`src/rtl/fb_port_arbiter_pkg.sv`:
```
// Shared display constants and types for the frame-buffer port arbiter.
package fb_port_arbiter_pkg;

  localparam int FB_WIDTH  = 320;
  localparam int FB_HEIGHT = 240;
  localparam int FB_ADDR_W = 17;
  localparam int RGB_W     = 12;

  typedef enum logic {
    CLR_IDLE = 1'b0,
    CLR_FILL = 1'b1
  } clr_state_e;

  typedef struct packed {
    logic [FB_ADDR_W-1:0] addr;
    logic [RGB_W-1:0]     data;
  } wr_entry_t;

endpackage

```
`src/rtl/fb_wr_fifo.sv`:
```
// Write queue between the renderer and the frame-buffer port.
// Circular buffer with count-based full/empty; pushes are refused when full.
module fb_wr_fifo #(
  parameter int DEPTH = 4,
  parameter int WIDTH = 29
) (
  input  logic                     clk,
  input  logic                     reset_n,
  input  logic                     push,
  input  logic [WIDTH-1:0]         push_data,
  input  logic                     pop,
  output logic [WIDTH-1:0]         head_data,
  output logic [$clog2(DEPTH):0]   count,
  output logic                     full,
  output logic                     empty
);

  localparam int AW = $clog2(DEPTH);
  localparam int CW = AW + 1;

  logic [WIDTH-1:0] mem_q [DEPTH];
  logic [WIDTH-1:0] mem_d [DEPTH];
  logic [AW-1:0]    wptr_q, wptr_d;
  logic [AW-1:0]    rptr_q, rptr_d;
  logic [CW-1:0]    count_q, count_d;
  logic             do_push, do_pop;

  assign full      = (count_q == CW'(DEPTH));
  assign empty     = (count_q == '0);
  assign count     = count_q;
  assign head_data = mem_q[rptr_q];
  assign do_push   = push && !full;
  assign do_pop    = pop && !empty;

  always_comb begin
    mem_d   = mem_q;
    wptr_d  = wptr_q;
    rptr_d  = rptr_q;
    count_d = count_q;
    if (do_push) begin
      mem_d[wptr_q] = push_data;
      wptr_d        = wptr_q + AW'(1);
    end
    if (do_pop) begin
      rptr_d = rptr_q + AW'(1);
    end
    // Push and pop together leave the occupancy unchanged.
    case ({do_push, do_pop})
      2'b10:   count_d = count_q + CW'(1);
      2'b01:   count_d = count_q - CW'(1);
      default: count_d = count_q;
    endcase
  end

  always_ff @(posedge clk or negedge reset_n) begin
    if (!reset_n) begin
      for (int i = 0; i < DEPTH; i++) begin
        mem_q[i] <= '0;
      end
      wptr_q  <= '0;
      rptr_q  <= '0;
      count_q <= '0;
    end else begin
      mem_q   <= mem_d;
      wptr_q  <= wptr_d;
      rptr_q  <= rptr_d;
      count_q <= count_d;
    end
  end

endmodule

```
`src/rtl/fb_port_arbiter.sv`:
```
// Single-port frame-buffer arbiter: display reads win, then the clear engine,
// then queued renderer writes. Clear state and queue depth are exposed for debug.
module fb_port_arbiter
  import fb_port_arbiter_pkg::*;
#(
  parameter int FB_PIXELS  = 76800,
  parameter int FIFO_DEPTH = 4
) (
  input  logic                        clk,
  input  logic                        reset_n,
  input  logic                        disp_req,
  input  logic [FB_ADDR_W-1:0]        disp_addr,
  output logic [RGB_W-1:0]            disp_data,
  input  logic                        wr_valid,
  output logic                        wr_ready,
  input  logic [FB_ADDR_W-1:0]        wr_addr,
  input  logic [RGB_W-1:0]            wr_data,
  input  logic                        clr_start,
  input  logic [RGB_W-1:0]            clr_color,
  output logic                        clr_busy,
  output logic                        clr_done,
  output logic [FB_ADDR_W-1:0]        mem_addr,
  output logic                        mem_we,
  output logic [RGB_W-1:0]            mem_wdata,
  input  logic [RGB_W-1:0]            mem_rdata,
  output clr_state_e                  dbg_clr_state,
  output logic [$clog2(FIFO_DEPTH):0] dbg_wq_count
);

  localparam logic [FB_ADDR_W-1:0] LAST_ADDR = FB_ADDR_W'(FB_PIXELS - 1);

  // Handshake: a write is taken on a clk edge where wr_valid && wr_ready;
  // wr_ready depends only on queue occupancy (never on a same-cycle pop).
  clr_state_e           state_q, state_d;
  logic [FB_ADDR_W-1:0] cnt_q, cnt_d;
  logic [RGB_W-1:0]     color_q, color_d;
  logic                 done_q, done_d;

  wr_entry_t            wq_head;
  wr_entry_t            wq_in;
  logic                 wq_full, wq_empty, wq_pop, wq_push;

  assign wr_ready      = reset_n && !wq_full;
  assign wq_push       = wr_valid && wr_ready;
  assign wq_in         = '{addr: wr_addr, data: wr_data};
  assign disp_data     = mem_rdata;
  assign clr_busy      = (state_q == CLR_FILL);
  assign clr_done      = done_q;
  assign dbg_clr_state = state_q;

  fb_wr_fifo #(
    .DEPTH (FIFO_DEPTH),
    .WIDTH ($bits(wr_entry_t))
  ) u_wr_fifo (
    .clk       (clk),
    .reset_n   (reset_n),
    .push      (wq_push),
    .push_data (wq_in),
    .pop       (wq_pop),
    .head_data (wq_head),
    .count     (dbg_wq_count),
    .full      (wq_full),
    .empty     (wq_empty)
  );

  always_comb begin
    state_d = state_q;
    cnt_d   = cnt_q;
    color_d = color_q;
    done_d  = 1'b0;
    case (state_q)
      CLR_IDLE: begin
        if (clr_start) begin
          state_d = CLR_FILL;
          cnt_d   = '0;
          color_d = clr_color;
        end
      end
      CLR_FILL: begin
        // Display cycles stall the fill; clr_start is ignored here.
        if (!disp_req) begin
          if (cnt_q == LAST_ADDR) begin
            state_d = CLR_IDLE;
            cnt_d   = '0;
            done_d  = 1'b1;
          end else begin
            cnt_d = cnt_q + FB_ADDR_W'(1);
          end
        end
      end
      default: state_d = CLR_IDLE;
    endcase
  end

  always_comb begin
    mem_addr  = '0;
    mem_we    = 1'b0;
    mem_wdata = '0;
    wq_pop    = 1'b0;
    if (disp_req) begin
      mem_addr = disp_addr;
    end else if (state_q == CLR_FILL) begin
      mem_addr  = cnt_q;
      mem_we    = 1'b1;
      mem_wdata = color_q;
    end else if (!wq_empty) begin
      mem_addr  = wq_head.addr;
      mem_we    = 1'b1;
      mem_wdata = wq_head.data;
      wq_pop    = 1'b1;
    end
  end

  always_ff @(posedge clk or negedge reset_n) begin
    if (!reset_n) begin
      state_q <= CLR_IDLE;
      cnt_q   <= '0;
      color_q <= '0;
      done_q  <= 1'b0;
    end else begin
      state_q <= state_d;
      cnt_q   <= cnt_d;
      color_q <= color_d;
      done_q  <= done_d;
    end
  end

endmodule
```
`config.mk`:
```
export PLATFORM = sky130hd
export DESIGN_NAME = fb_port_arbiter
export DESIGN_NICKNAME = d
export VERILOG_FILES = /design/src/rtl/fb_port_arbiter_pkg.sv /design/src/rtl/fb_wr_fifo.sv /design/src/rtl/fb_port_arbiter.sv
export SDC_FILE = /design/constraint.sdc
export NUM_CORES = 1
export LEC_CHECK = 0
export CAP_MARGIN = 40
export CELL_PAD_IN_SITES_DETAIL_PLACEMENT = 1
export CELL_PAD_IN_SITES_GLOBAL_PLACEMENT = 1
export CORE_AREA = 2 2 150 123
export CTS_BUF_LIST = sky130_fd_sc_hd__clkbuf_16
export DETAILED_ROUTE_END_ITERATION = 10
export DIE_AREA = 0 0 152 125
export PLACE_DENSITY = 0.88
export SLEW_MARGIN = 5
export SYNTH_ARGS = -nofsm -noshare
export SYNTH_HDL_FRONTEND = slang
export SYNTH_SLANG_ARGS = --single-unit
```
`constraint.sdc`:
```
create_clock -name clk -period 2.7 [get_ports clk]
set_clock_uncertainty 0.05 [all_clocks]
set_input_delay 0.405 -clock clk [delete_from_list [all_inputs] [get_ports clk]]
set_output_delay 0.405 -clock clk [all_outputs]
set_load 0.1 [all_outputs]
```
## After elaboration in Yosys (flattened, before gate mapping)

Index checks and enable logic that the tools add are counted.
Widths: inputs -> output; s select.

- Word-level logic and storage cells: 68
- Output and inout bits: 49
- Register bits after elaboration: 154
- Input port bits: 75

- Order comparisons: 3
- Bitwise logic cells: 3
- Add/subtract/negate cells: 5
- Reduce and logical (&&, ||, !) cells: 11
- Eq/ne operators: 6
- Multiplexer cells: 29

Operator list:

| kind | count |
|---|---|
| $bwmux 116 | 1 |
| $mux 17 | 6 |
| $mux 29 | 3 |
| $bmux 29 s2 | 1 |
| $demux 29 s2 | 1 |
| $mux 12 | 3 |
| $pmux 17 s2 | 1 |
| $add 17x1->17 const B | 1 |
| $eq 17x17->1 const B | 1 |
| $mux 1 | 11 |
| $ge 3x3->1 const B | 2 |
| $not 2->3 | 2 |
| $pmux 3 s2 | 1 |
| $logic_and 1x1->1 | 5 |
| $add 2x1->2 const B | 2 |
| $ne 2x2->1 const B | 2 |
| $reduce_and 2->1 | 2 |
| $add 3x1->3 const B | 1 |
| $eq 3x3->1 const B | 1 |
| $logic_not 3->1 | 1 |
| $lt 3x1->1 const B | 1 |
| $sub 3x1->3 const B | 1 |
| $eq 2x1->1 const B | 1 |
| $eq 2x2->1 const B | 1 |
| 4 further kinds | 5 |

## Longest topological paths before layout

Gate-level depths: netlist of run 1.

- Depth after elaboration: 7
- Gate-level depth with buffers: 11
- Mapped depth without buffers: 10

## Cells and area by module

From an unflattened synthesis of run 1, not the netlist that was laid out.

- Cell total of the unflattened synthesis: 569
- Area, all modules: 7602.3 sq um

Modules (own cells, without submodules):

| module | times used | sequential area each (sq um) | area an instance (sq um) | cells each |
|---|---|---|---|---|
| fb_wr_fifo | 1 | 3078.0 | 5462.7 | 319 |
| fb_port_arbiter | 1 | 775.7 | 2139.6 | 250 |

## Least setup slack after synthesis of run 1

Ideal clock, no wire load.

- Path kind: register -> register
- From: reg u_wr_fifo.count_q[1] (netlist: u_wr_fifo.count[1])
- To: reg u_wr_fifo.count_q[2] (netlist: u_wr_fifo.count[2])
- Clock period less this slack: 3227 ps
- Data arrival time: 3012 ps
- Data required time: 2485 ps
- Buffers on the path: 1
- Slack: -527 ps
- Library setup time: 165 ps
- Stages on the path, launching flop included: 12
- Cell sequence: dfrtp_1 inv_1 a31oi_4 and2_4 buf_12 inv_1 ha_1 inv_1 fa_1 xor2_1 nor2_1 xor2_1

- Cells in the longest elaborated chain, start to end: 7
- Elaborated cells between the ends (all ways): 17
- Classes of those cells: add/sub (2); eq/ne (3); mux (4); reduce/logical (8)

RTL lines:

| item | line | RTL |
|---|---|---|
| from (decl) | fb_wr_fifo.sv:25 | `logic [CW-1:0] count_q, count_d;` |
| from (signal assigned) | fb_wr_fifo.sv:67 | `count_q <= count_d;` |
| $eq 3x3->1 * | fb_wr_fifo.sv:28 | `assign full = (count_q == CW'(DEPTH));` |
| $logic_not 1->1 * | fb_port_arbiter.sv:43 | `assign wr_ready = reset_n && !wq_full;` |
| $logic_and 1x1->1 * | fb_port_arbiter.sv:43 |  |
| via wr_ready | fb_port_arbiter.sv:15 | `output logic wr_ready,` |
| $logic_and 1x1->1 * | fb_port_arbiter.sv:44 | `assign wq_push = wr_valid && wr_ready;` |
| $logic_and 1x1->1 * | fb_wr_fifo.sv:32 | `assign do_push = push && !full;` |
| $eq 2x1->1 / $eq 2x2->1 (equally long branches) | fb_wr_fifo.sv:48 | `case ({do_push, do_pop})` |
| $pmux 3 s2 / $reduce_bool 2->1 (equally long branches) | n/a |  |

The timed path passes the listed nets; every way through them passes the cells marked *.
A chain may end at the register's enable or synchronous reset.

## Worst setup path in the final report of run 1

- From: reg u_wr_fifo.rptr_q[0]
- To: out mem_addr[16]

- Cells in the longest elaborated chain, start to end: 7

RTL lines:

| item | line | RTL |
|---|---|---|
| from (decl) | fb_wr_fifo.sv:24 | `logic [AW-1:0] rptr_q, rptr_d;` |
| from (signal assigned) | fb_wr_fifo.sv:66 | `rptr_q <= rptr_d;` |
| $not 2->3 (not written as such) | fb_wr_fifo.sv:31 | `assign head_data = mem_q[rptr_q];` |
| $bmux 29 s2 | fb_wr_fifo.sv:31 |  |
| $mux 29 (not written as such) (2 in series) | fb_wr_fifo.sv:31 |  |
| $mux 17 | fb_port_arbiter.sv:106 | `end else if (!wq_empty) begin` |
| $mux 17 | fb_port_arbiter.sv:102 | `end else if (state_q == CLR_FILL) begin` |
| $mux 17 | fb_port_arbiter.sv:100 | `if (disp_req) begin` |
| to (decl) | fb_port_arbiter.sv:22 | `output logic [FB_ADDR_W-1:0] mem_addr,` |

No other way between the ends. The select of a mux whose other input is x is not followed.

==> results of run 1 <==
worst paths after layout:
check	slack [ps]	start	depth (start not counted)	endpoint
worst min-delay path	-40	reset_n	2	u_wr_fifo.mem_q[113]
min in group clk	450	u_wr_fifo.mem_q[15]	1	u_wr_fifo.mem_q[15]
max in group asynchronous	1770	reset_n	2	u_wr_fifo.count[0]
worst max register to register	400	u_wr_fifo.count[1]	10	u_wr_fifo.count[2]
worst min register to register	450	u_wr_fifo.mem_q[15]	1	u_wr_fifo.mem_q[15]
worst max-delay path	-100	u_wr_fifo.rptr_q[0]	7	mem_addr[16]
per-layer routing:
metal  track usage  routed length, microns
met1        0.2751                    8381
met2        0.3665                   10020
met3       0.06031                    1190
met4       0.07147                     347
met5             0                       0
cell type report:
class	count	area share
flip-flops and latches	154	0.3956
multi-input cells	307	0.3417
repair buffers	123	0.1620
clock buffers	17	0.04354
well taps	230	0.02945
clock inverters	13	0.01678
inverters	28	0.01101
cell families after synthesis:
logic type,synth area share
XOR/XNOR,0.006933
buffers and inverters,0.05826
multiplexers,0.2987
adder cells (fa/ha/maj),0.01254
AND/OR/NAND/NOR,0.05248
flip-flops,0.5083
AO/OA/AOI/OAI,0.06272
per-stage QoR:
step                hold WS [ps]  setup TNS (ps)
floorplan                  59.41          -34.96
finish                    -39.29          -203.1
global placement           431.0               0
detailed placement         438.6               0
global route               115.2          -982.1
CTS                        111.4          -234.0
placed cells by master, fill, tap and decap left out, types with 4 or more instances in the layout:
master / n
ha_1: 6
a31oi_1: 6
inv_1: 29
buf_6: 5
clkdlybuf4s50_1: 61
mux2_4: 40
a22o_1: 7
o21ai_0: 11
nand3_1: 11
nor2_1: 11
buf_12: 39
a21oi_1: 4
dfrtp_1: 149
bufinv_16: 4
and3_1: 4
clkbuf_16: 17
nor3_1: 7
a222oi_1: 17
nand2_1: 23
buf_4: 18
mux2_2: 88
nand2_4: 4
nand4_1: 4
mux4_2: 29
flip-flops by register name, indices dropped and copies added (netlist names):
signal / flops
u_wr_fifo.mem_q: 116
cnt_q: 17
color_q: 12
u_wr_fifo.count: 3
u_wr_fifo.rptr_q: 2
u_wr_fifo.wptr_q: 2
clr_busy: 1
clr_done: 1
repair_timing:
| item | CTS | global route |
|---|---|---|
| pin swaps | 13 | 8 |
| gates resized for setup | 5 | 8 |
| endpoints found under the setup margin | 18 | 24 |
| gates cloned | 1 | 0 |
| endpoints found under the hold margin | 0 | 0 |
| buffers inserted | 6 | 4 |
worst max-delay path: cells and delay by family, from the launching register on:
family                 cells  cell delay, ps
AO/OA/AOI/OAI              1             330
buffers and inverters      5             710
multiplexers               1             450
flip-flops                 1             410
power groups by stage:
stage / Combinational [mW] / Clock (mW) / Sequential [mW]
final: 3.57 / 2.43 / 3.92
after global routing: 3.79 / 2.57 / 4.04
after CTS: 3.55 / 2.47 / 3.90
after detailed placement: 3.42 / 0 / 3.94
after global placement: 3.28 / 0 / 3.78
after floorplan: 2.51 / 0 / 3.85
==> summary.txt, run 1 <==
Outcome
  – Status: complete, but fails checks
  – Violated checks: negative hold slack, negative setup slack

Yosys
  – Synth Flop Type: dfrtp_1
  – Top post-synthesis cells by count: dfrtp_1 (154), mux2_2 (88), mux2_4 (40), mux4_2 (29), inv_1 (27)
  – Area leader, netlist: dfrtp_1
  – Yosys reg bits: 154
  – Yosys warning total: 0
  – Yosys top cell area share: 0.5083
  – Ys async rst share: 1.000
  – Yosys cell types: 45
  – Synthesized instance count: 537
  – Synthesized area per cell: 14.12 sq um
  – Register area share after synthesis: 0.5083
  – Synthesized net count: 619
  – EDFF count, synth: 0
  – Synthesized area: 0.007581 sq mm
  – Largest cells by area after synthesis: dfrtp_1 (51%), mux2_2 (13%), mux4_2 (8.6%)
  – Count leader, synth: dfrtp_1

Pwr
  – P_sw: 3.144 mW
  – Share of power burned in registers: 0.395
  – Final Total Pwr: 9.923 mW
  – Logic pwr share: 0.360
  – Pwr/cell area: 1016 mW/mm^2
  – Clk network pwr share: 0.245
  – Internal: 6.778 mW
  – Switching share of total power: 0.3169
  – Worst vdd ir: 527.9 uV
  – Lkg Pwr: 4.393 nW

Timing
  – Peak Freq: 0.3575 GHz
  – Final period util: 1.036
  – Worst-Margin Slew: 923.6 ps
  – Final Hold Vio Count: 13
  – RSZ-0062 raised after global routing: true
  – Hold_ws: -39.29 ps
  – Setup slack after layout: -97.14 ps
  – Post-route minimum period: 2797 ps
  – Pins Over Slew Limit: 0
  – Finish-stage setup viols: 6
  – Slew HR: 0.3843

Floorplan
  – Die Width: 152 microns
  – Die area: 0.01900 sq mm
  – I/O pin count: 124
  – Row count: 44
  – Die Y: 125 microns
  – Starting Density: 0.4290
  – Core Footprint: 0.01767 sq mm

Finish
  – Share of cells above drive strength 1: 0.4206
  – Diodes inserted: 0
  – FF/Latch Area: 0.003865 sq mm
  – P&R area growth vs syn: 28.88%
  – Area of the multi-input gates: 0.003338 sq mm
  – Finished Cell Area: 0.009771 sq mm
  – Utilization after layout: 0.5529
  – Final non-filler cell total: 872
  – Nets: 713
  – Layout fillers: 1679

Route
  – Vias post-DR: 4962
  – Routed WL per cell: 22.87 microns
  – Drt first pass iters: 6
  – Violation count after the first detailed-routing iteration: 409
  – Post-route ant nets: 0
  – # DRC: 0
  – Drt total wl: 19940 microns
  – Vias per cell: 5.690

Critical path
  – Worst stage delay on the critical path: 450 ps
  – Crit. End Element: primary output
  – Worst-path cell chain: buf_6 -> buf_12 -> buf_4 -> mux4_2 -> a222oi_1 -> inv_1 -> buf_12
  – Crit-path most repeated cell: buf_12
  – CP max stage cell: mux4_2
  – Worst-path maximum fanout: 5
  – Critical path class: reg -> out
  – CP arrival: 2340 ps
  – Req. time, crit path: 2250 ps
  – Startpoint types: flop

GRT
  – Initial antenna violation count: 1
  – Number of global-route vias before repair: 5591
  – GRT Overall Usage: 0.2180
  – Largest net degree at the start of global routing: 155
  – GR Overflow Total: 0
  – First-pass GRT wire length: 31930 microns

Flow run
  – Max cap viols: 0

Clock network
  – Skew-Pair Late Insertion Delay: 430 ps
  – Root buffer cell: clkbuf_16
  – H-tree depth: 4
  – Max clock buf depth: 2
  – # hold bufs at CTS: 0
  – Clk sink count: 154
  – CTS tree: built
  – Worst-path clk slew: 60 ps
  – Clock buffer count from CTS: 17

Place
  – Worst slack, placed: 123.9 ps
  – Dpl cell area: 0.009037 sq mm
  – IO buf count: 99
  – Detailed placement HPWL: 13170 microns
  – Final RePlAce weighted congestion: 0.8030
  – Post-Place Cells: 833

Hold path
  – Hold WC Path Type: in -> async
Note: power is estimated with default switching activity, not from simulation.
==> inputs of run 2 (changes only) <==
--- a/config.mk
+++ b/config.mk
@@ -5,15 +5,15 @@
 export SDC_FILE = /design/constraint.sdc
 export NUM_CORES = 1
 export LEC_CHECK = 0
+export ABC_AREA = 1
 export CAP_MARGIN = 40
 export CELL_PAD_IN_SITES_DETAIL_PLACEMENT = 1
 export CELL_PAD_IN_SITES_GLOBAL_PLACEMENT = 1
-export CORE_AREA = 2 2 150 123
+export CORE_AREA = 2 2 160 130
 export CTS_BUF_LIST = sky130_fd_sc_hd__clkbuf_16
 export DETAILED_ROUTE_END_ITERATION = 10
-export DIE_AREA = 0 0 152 125
-export PLACE_DENSITY = 0.88
-export SLEW_MARGIN = 5
+export DIE_AREA = 0 0 162 132
+export PLACE_DENSITY = 0.89
 export SYNTH_ARGS = -nofsm -noshare
 export SYNTH_HDL_FRONTEND = slang
 export SYNTH_SLANG_ARGS = --single-unit
==> run 2 against run 1 <==
  * The flow now finishes without violations
  * Sequential power down 4%
  * Highest routed layer unchanged
  * Clock power is 11% higher
  * First-iteration DRC count up 25%
  * Critical endpoint is now mem_addr[7]
  * Combinational power up 6.2%
  * Synthesized cell count grew 86%
  * Flip-flop and latch count unchanged
  * Synthesized area is 2.9% higher
  * Wire length increased by 32%
  * Core utilization fell by 4.0 points
==> summary.txt, run 2 <==
Yosys
  – Count leader, synth: nand2_1
  – Synth Flop Type: dfrtp_1
  – Top post-synthesis cells by count: nand2_1 (309), o21ai_0 (181), dfrtp_1 (154), inv_1 (84), a21oi_1 (60)
  – Area leader, netlist: dfrtp_1
  – Largest cells by area after synthesis: dfrtp_1 (49%), nand2_1 (15%), o21ai_0 (12%)
  – Yosys warning total: 0 (unchanged)
  – Yosys reg bits: 154 (unchanged)
  – Register area share after synthesis: 0.4941 (-0.01419)
  – Synthesized net count: 1081 (+75%)
  – Ys async rst share: 1.000 (unchanged)
  – Synthesized area per cell: 7.807 sq um (-45%)
  – Synthesized instance count: 999 (+86%)
  – Yosys top cell area share: 0.4941 (-0.01419)
  – EDFF count, synth: 0 (unchanged)
  – Synthesized area: 0.007799 sq mm (+2.9%)
  – Yosys cell types: 29 (-36%)

Place
  – Detailed placement HPWL: 17220 microns (+31%)
  – Final RePlAce weighted congestion: 0.8218 (+2.3%)
  – Dpl cell area: 0.009452 sq mm (+4.6%)
  – Worst slack, placed: 260.6 ps (+136.8 ps)
  – IO buf count: 99 (unchanged)

Route
  – Vias post-DR: 7232 (+46%)
  – Post-route ant nets: 0 (unchanged)
  – Violation count after the first detailed-routing iteration: 511 (+25%)
  – Drt total wl: 26250 microns (+32%)
  – Routed WL per cell: 19.53 microns (-15%)
  – # DRC: 0 (unchanged)
  – Drt first pass iters: 5 (-1)
  – Vias per cell: 5.381 (-5.4%)

Timing
  – Finish-stage setup viols: 0 (-6)
  – RSZ-0062 raised after global routing: false
  – Hold_ws: 19.94 ps (+59.23 ps)
  – Post-route minimum period: 2571 ps (-226.4 ps)
  – Setup slack after layout: 129.2 ps (+226.4 ps)
  – Worst-Margin Slew: 910.3 ps (-13.27 ps)
  – Pins Over Slew Limit: 0 (unchanged)
  – Setup Total Neg Slack: 0 ps (+203.1 ps)
  – Final Hold Vio Count: 0 (-13)
  – Final period util: 0.9521 (-0.08383)
  – Slew HR: 0.3931 (+0.008844)
  – Peak Freq: 0.3890 GHz (+8.8%)

GRT
  – First-pass GRT wire length: 42910 microns (+34%)
  – Largest net degree at the start of global routing: 155 (unchanged)
  – GR Overflow Total: 0 (unchanged)
  – Number of global-route vias before repair: 7965 (+42%)
  – GRT Overall Usage: 0.2577 (+0.03962)
  – Initial antenna violation count: 0 (-1)

Floorplan
  – I/O pin count: 124 (unchanged)
  – Die Width: 162 microns (+6.6%)
  – Die Y: 132 microns (+5.6%)
  – Die area: 0.02138 sq mm (+13%)
  – Core Footprint: 0.01968 sq mm (+11%)
  – Starting Density: 0.3962 (-0.03279)
  – Row count: 46 (+4.5%)

Critical path
  – Delay-heaviest family, CP: flip-flops
  – Crit. End Element: primary output
  – Req. time, crit path: 2250 ps (about the same)
  – CP Buf/Inv Count: 2 (-3)
  – CP max stage cell: dfrtp_2
  – Startpoint types: flop
  – Critical path class: reg -> out
  – Worst-path cell chain: buf_4 -> nor2_1 -> a21oi_1 -> o21ai_0 -> nand2_1 -> nand3_1 -> buf_12
  – CP arrival: 2120 ps (-220 ps)
  – Worst stage delay on the critical path: 490 ps (+40 ps)
  – Worst-path maximum fanout: 15 (+10)

Finish
  – Max reg flops: 116 (unchanged)
  – Commonest non-fill, non-tap cells in the layout: nand2_1 (309), o21ai_0 (173), dfrtp_1 (149)
  – Regs by FF count: u_wr_fifo.mem_q (116), cnt_q (17), color_q (12)
  – FF/Latch Area: 0.003867 sq mm (about the same)
  – Layout fillers: 2347 (+40%)
  – Area of the multi-input gates: 0.003374 sq mm (+1.1%)
  – Finished Cell Area: 0.01010 sq mm (+3.4%)
  – Share of cells above drive strength 1: 0.1231 (-0.2974)
  – P&R area growth vs syn: 29.55%
  – Commonest non-fill, non-tap cell in the layout: nand2_1
  – Diodes inserted: 0 (unchanged)
  – Nets: 1149 (+61%)
  – Largest register by flop count: u_wr_fifo.mem_q

Clock network
  – Skew-Pair Late Insertion Delay: 440 ps (about the same)
  – Clock buffer count from CTS: 17 (unchanged)
  – Root buffer cell: clkbuf_16
  – H-tree depth: 4 (unchanged)
  – CTS tree: built
  – Worst-path clk slew: 60 ps (about the same)
  – Clk sink count: 154 (unchanged)
  – Max clock buf depth: 2 (unchanged)
  – # hold bufs at CTS: 0 (unchanged)

Hold path
  – Hold WC Path Type: in -> async

Outcome
  – Status: complete, no violations

Pwr
  – Lkg Pwr: 4.498 nW (+2.4%)
  – Worst vdd ir: 490.5 uV (-7.1%)
  – Pwr/cell area: 1012 mW/mm^2 (-0.31%)

Flow run
  – Max cap viols: 0 (unchanged)
-- run 2: worst paths after layout --
check	startpoint	end	slack (ps)	depth (start not counted)
max reg2reg	cnt_q[0]	cnt_q[11]	290	10
max	u_wr_fifo.rptr_q[0]	mem_addr[7]	130	7
min	reset_n	u_wr_fifo.mem_q[97]	20	2
min reg2reg	u_wr_fifo.mem_q[15]	u_wr_fifo.mem_q[15]	450	2
max in group asynchronous	reset_n	u_wr_fifo.count[0]	1750	2
min in group clk	u_wr_fifo.mem_q[15]	u_wr_fifo.mem_q[15]	450	2
-- run 2: final cells by class --
type / count / area share
clock buffer: 17 / 0.04211
sequential: 154 / 0.3828
clock inverter: 15 / 0.02192
tap: 264 / 0.03269
inverter: 85 / 0.03207
multi-input combinational: 687 / 0.3340
timing repair buffer: 122 / 0.1544
-- run 2: per-stage QoR --
| step | power [mW] | std cells | utilization |
|---|---|---|---|
| 2_1_floorplan | 6.115 | 999 | - |
| 3_3_place_gp | 7.169 | 1312 | 0.4802 |
| 3_5_place_dp | 7.455 | 1312 | 0.4802 |
| 4_1_cts | 10.24 | 1344 | 0.5130 |
| 5_1_grt | 10.85 | 1344 | 0.5133 |
| 6_report | 10.23 | 1344 | 0.5133 |
-- run 2: worst reg2reg max path, delay by kind of cell (launching register included) --
kind | cells | cell delay, ps
adder cells (fa/ha/maj) | 1 | 220
AND/OR/NAND/NOR | 7 | 1220
buffers and inverters | 2 | 360
flip-flops | 1 | 440
-- run 2: where the power goes --
group          internal (mW)  switching [mW]
Clock                   1.64            1.05
Sequential              3.25           0.500
Combinational           1.19            2.59
Total                   6.09            4.14
-- run 2: repair_timing --
action	CTS	global route
resized for setup	0	5
endpoints found under the setup margin	0	7
setup buffers	0	0
-- run 2: logic make-up after synthesis --
family          after synthesis  share of synthesized area
fa+ha+maj                     7                    0.01219
buf+inv                     158                    0.09161
xor+xnor                     13                    0.01460
mux                          12                    0.01733
simple gates                388                     0.1959
flops                       154                     0.4941
compound gates              267                     0.1742
-- run 2: per-layer routing --
metal | wire, microns | vias to the layer above | track usage
li1 | - | 3327 | -
met1 | 10960 | 3646 | 0.3187
met2 | 13030 | 201 | 0.4376
met3 | 1306 | 58 | 0.05222
met4 | 956 | 0 | 0.1116
met5 | 0 | - | 0
==> inputs of run 3 (changes only) <==
--- a/config.mk
+++ b/config.mk
@@ -17,3 +17,4 @@
 export SYNTH_ARGS = -nofsm -noshare
 export SYNTH_HDL_FRONTEND = slang
 export SYNTH_SLANG_ARGS = --single-unit
+export TNS_END_PERCENT = 30
==> results of run 3 <==
Same layout as run 2: the final DEF is identical, and so are final timing and power.
